--- src/rtl/single_array_loader.sv ---
// Byte-stream loader for single_process_array: fills 3x3 kernel then 4x4 window, runs the array, reports done/timeout.
// One byte per cycle while in LOAD_B/LOAD_A (in_ready from registered state); active_single rises the cycle after the last byte.
module single_array_loader #(
  parameter int TIMEOUT_CYCLES = 64
) (
  input  logic         clk,
  input  logic         rst,
  input  logic         start,
  input  logic         reload_kernel,
  input  logic         in_valid,
  input  logic [7:0]   in_data,
  output logic         in_ready,
  output logic [127:0] a_flat,
  output logic [71:0]  b_flat,
  output logic         active_single,
  input  logic         done_single,
  output logic         busy,
  output logic         kernel_valid,
  output logic         frame_done,
  output logic         timeout_err
);

  typedef enum logic [1:0] {IDLE, LOAD_B, LOAD_A, RUN} state_t;

  localparam logic [7:0] TIMER_LAST = 8'(TIMEOUT_CYCLES - 1);

  state_t     state_q, state_d;
  logic [3:0] cnt_q;
  logic [7:0] timer_q;
  logic       xfer;
  logic       last_b;
  logic       last_a;
  logic       need_kernel;
  logic       run_expired;

  assign in_ready    = (state_q == LOAD_B) || (state_q == LOAD_A);
  assign busy        = (state_q != IDLE);
  assign xfer        = in_valid && in_ready;
  assign last_b      = (state_q == LOAD_B) && xfer && (cnt_q == 4'd8);
  assign last_a      = (state_q == LOAD_A) && xfer && (cnt_q == 4'd15);
  assign need_kernel = reload_kernel || !kernel_valid;
  assign run_expired = (state_q == RUN) && (timer_q == TIMER_LAST);

  always_ff @(posedge clk) begin
    if (rst) state_q <= IDLE;
    else     state_q <= state_d;
  end

  always_comb begin
    state_d = state_q;
    case (state_q)
      IDLE:    if (start) state_d = need_kernel ? LOAD_B : LOAD_A;
      LOAD_B:  if (last_b) state_d = LOAD_A;
      LOAD_A:  if (last_a) state_d = RUN;
      RUN:     if (done_single || run_expired) state_d = IDLE;
      default: state_d = IDLE;
    endcase
  end

  always_ff @(posedge clk) begin
    if (rst) begin
      cnt_q         <= '0;
      timer_q       <= '0;
      a_flat        <= '0;
      b_flat        <= '0;
      active_single <= 1'b0;
      kernel_valid  <= 1'b0;
      frame_done    <= 1'b0;
      timeout_err   <= 1'b0;
    end else begin
      frame_done  <= 1'b0;
      timeout_err <= 1'b0;
      case (state_q)
        IDLE: begin
          cnt_q   <= '0;
          timer_q <= '0;
          if (start && need_kernel) kernel_valid <= 1'b0;
        end
        LOAD_B: begin
          if (xfer) begin
            for (int k = 0; k < 9; k++)
              if (cnt_q == 4'(k)) b_flat[8*k +: 8] <= in_data;
            cnt_q <= last_b ? 4'd0 : cnt_q + 4'd1;
            if (last_b) kernel_valid <= 1'b1;
          end
        end
        LOAD_A: begin
          if (xfer) begin
            for (int k = 0; k < 16; k++)
              if (cnt_q == 4'(k)) a_flat[8*k +: 8] <= in_data;
            cnt_q <= cnt_q + 4'd1;
            if (last_a) begin
              active_single <= 1'b1;
              timer_q       <= '0;
            end
          end
        end
        RUN: begin
          timer_q <= timer_q + 8'd1;
          // done takes priority over an expiry on the same cycle
          if (done_single) begin
            active_single <= 1'b0;
            frame_done    <= 1'b1;
          end else if (run_expired) begin
            active_single <= 1'b0;
            timeout_err   <= 1'b1;
          end
        end
        default: ;
      endcase
    end
  end

endmodule

--- config.mk ---
export PLATFORM = sky130hd
export DESIGN_NAME = single_array_loader
export DESIGN_NICKNAME = d
export VERILOG_FILES = /design/src/rtl/single_array_loader.sv
export SDC_FILE = /design/constraint.sdc
export NUM_CORES = 1
export LEC_CHECK = 0
export ABC_CLOCK_PERIOD_IN_PS = 2640
export CAP_MARGIN = 10
export CORE_MARGIN = 8
export CORE_UTILIZATION = 49
export CTS_CLUSTER_SIZE = 14
export DETAILED_ROUTE_END_ITERATION = 7
export GPL_TIMING_DRIVEN = 0
export PLACE_DENSITY = 0.89
export SLEW_MARGIN = 20
export SYNTH_ARGS = -nofsm -noshare
export SYNTH_HDL_FRONTEND = slang
export SYNTH_SLANG_ARGS = --single-unit
export TNS_END_PERCENT = 30
--- constraint.sdc ---
create_clock -name clk -period 2.64 [get_ports clk]
set_input_delay 0.396 -clock clk [delete_from_list [all_inputs] [get_ports clk]]
set_output_delay 0.396 -clock clk [all_outputs]
set_load 0.005 [all_outputs]
==> impl_metrics.tcl, run 1 <==
set metrics [dict create \
    clock_sinks 218 \
    whs_path_depth 3 \
    relSlewSlack_pct 49.3 \
    pre_cts_slack_ps 389 \
    ant_nets 0 \
    ioPinCount 220 \
    synth_nets 841 \
    avgSynthCellArea_um2 10.5 \
    status "finished, final reports clean" \
    grt_pass1_wl_um 39000 \
    track_usage_pct 22.2 \
    numCtsBuffers 23 \
    cts_buffer_depth 3 \
    timing.rr.start "state_q[0]" \
    drt_first_iter_violations 330 \
    yosys_warnings 0 \
    arrival_ps 2670 \
    holdPathEnd "a_flat[104]" \
    wl_per_cell_um 19.7 \
    crit-reg2reg-capture "state_q[0]" \
    hold_viol_final 0 \
    min-delay-path-class "primary input to flip-flop" \
    leakagePower_uw 0.00441 \
    nets 1075 \
    finalPower_uw 7680 \
    postCtsHoldBufs 0 \
    synth_seq_area_share_pct 50.7 \
    cts_resized 0 \
    cts_tree "built" \
    synth_top_cell_area_share_pct 50.7 \
    post_cts.repair.setup_buffers 0 \
    netlist_top_cells_count "dfxtp_1 (218), nor2_1 (206), mux2i_1 (200)" \
    r2r_setup_slack_ps 350 \
    numPortBuffers 209 \
    die_w_um 148 \
    end_kind "flip-flop" \
    fp-row-count 48 \
    fin_crit_sh_pct 86.7 \
    die_h_um 148 \
    cap_viol_max_count 0 \
    fin_crit_ps 2290 \
    grt-ovfl-total 0 \
    min_from "in_data[0]" \
    initial_core_util_pct 49.9 \
    fin_ws_ps 352 \
    antenna_cells 0 \
    final_layout_size_suffix_gt1_share_pct 8.82 \
    antenna_found_initial 0 \
    path_max_fanout 9 \
    fin_util_pct 68.3 \
    clkTransAtPathRegs_ps 60 \
    ys_ff_latch 218 \
    postSynthCellCount 817 \
    wirelength_um 25400 \
    fmax_mhz 437 \
    cts-root-buf "clkbuf_16" \
    yosysUniqueCellTypes 48 \
    netlist_top_cells_area "dfxtp_1 (51%), mux2i_1 (23%), nor2_1 (9.0%)" \
    grt_pass1_vias 6929 \
    setup_violations 0 \
    dr.pass1.iters 5 \
    max-vdd-ir-drop_mv 0.603 \
    grt_max_degree 15 \
    fp.dieArea_um2 22000 \
    finalMaxSlewViolations 0 \
    rsz0062_at_grt "false" \
    crit_path_start_kind "flip-flop" \
    synthFlopType "dfxtp_1" \
    drc 0 \
    hpwl_um 18100 \
    worst_pin_slew_ps 760 \
    viasPerCell 5.27 \
    power.density_nw_per_um2 652 \
    tns_ps 0 \
    syn_area_um2 8600 \
    cp.required_ps 3020 \
    area_delta_synth_final_pct 36.8 \
    holdWs_ps 257 \
    cts_max_level 1 \
    async_flop_share_pct 0 \
    synth_most_common_cell "dfxtp_1" \
    synth-edff-count 0 \
    yosysTopAreaCell "dfxtp_1" \
    gp_congestion 0.829 \
    clkLatencyLatePin_ps 510 \
    fin_worst_skew_ps 17.8 \
    critical_path_class "flip-flop to flip-flop" \
    num_vias 6803 \
    core_um2 17200 \
    worstRegToRegCells 7 \
]
==> routing by layer <==
layer,wire length [µm],track usage [%],up-vias
li1,-,-,3229
met1,9980,25.5,3267
met2,12200,38.4,266
met3,2600,7.75,41
met4,586,6.07,0
met5,0,0,-
==> critical path, stage by stage (launching register included) <==
cell,delay (ps)
dfxtp_1,390
inv_1,100
ha_1,310
buf_4,220
nand3_2,130
o21ai_2,390
and4_1,300
mux2_2,340
==> kinds of logic (layout without fill, tap and decap cells) <==
group	count (synthesis)	in the layout	synth area share, %
buffers and inverters	68	317	3.39
AOI/OAI and AO/OA	37	37	3.45
DFF	218	218	50.7
adders and majority gates	10	10	1.45
muxes	201	201	23.4
and+or+nand+nor	283	283	17.5
==> state kept, by name, indices dropped and copies added, names as in the netlist <==
signal	cells
frame_done	1
active_single	1
a_flat	128
cnt_q	4
state_q	2
b_flat	72
timeout_err	1
timer_q	8
kernel_valid	1
==> cell type report <==
class                           instances  area, µm²
Buffer                                 59        258
Clock inverter                          8        125
Multi-Input combinational cell        531       3940
Clock buffer                           32        669
Timing Repair Buffer                  209       2090
Fill cell                            1323       5470
Inverter                                9       33.8
Tap cell                              225        282
Sequential cell                       218       4360
==> report_power, final <==
group / switching [µW] / total, µW / internal, µW
combinational: 614 / 972 / 358
sequential: 36.6 / 3370 / 3340
clock: 1270 / 3330 / 2060
total: 1920 / 7680 / 5750
==> how the worst max path moves through the flow <==
stage                    start         end  slack [ps]  depth (start not counted)
floorplan           state_q[0]  state_q[0]         650                          7
global placement    state_q[1]  state_q[0]         440                          7
detailed placement  state_q[0]  state_q[0]         390                          7
CTS                 state_q[0]        busy         370                          4
global route        state_q[0]  state_q[0]         220                          7
finish              state_q[0]  state_q[0]         350                          7
==> cells in the final DEF, fill, tap and decap left out, types with 8 or more instances in the layout <==
| cell | instances |
|---|---|
| buf_2 | 11 |
| dfxtp_1 | 218 |
| ha_1 | 10 |
| mux2i_1 | 200 |
| nand3_2 | 8 |
| nor2_8 | 8 |
| clkbuf_16 | 23 |
| nor2_1 | 206 |
| clkdlybuf4s50_1 | 209 |
| nor2_4 | 11 |
| inv_1 | 9 |
| clkbuf_1 | 45 |
==> per-stage QoR <==
step,area (µm²),std cells
detailed placement,11000,1251
CTS,11800,1291
global route,11800,1291
global placement,11000,1251
finish,11800,1291
floorplan,8600,817
(Power assumes the default switching activity.)
==> run 2: changes to the inputs <==
Settings changed: SLEW_MARGIN 20 to not set.
==> results of run 2 <==
Same layout as run 1: the final DEF is identical, and so are final timing and power.
==> run 3: changes to the inputs <==
Settings changed: SLEW_MARGIN set to 15.
==> results of run 3 <==
Same layout as run 1: the final DEF is identical, and so are final timing and power.
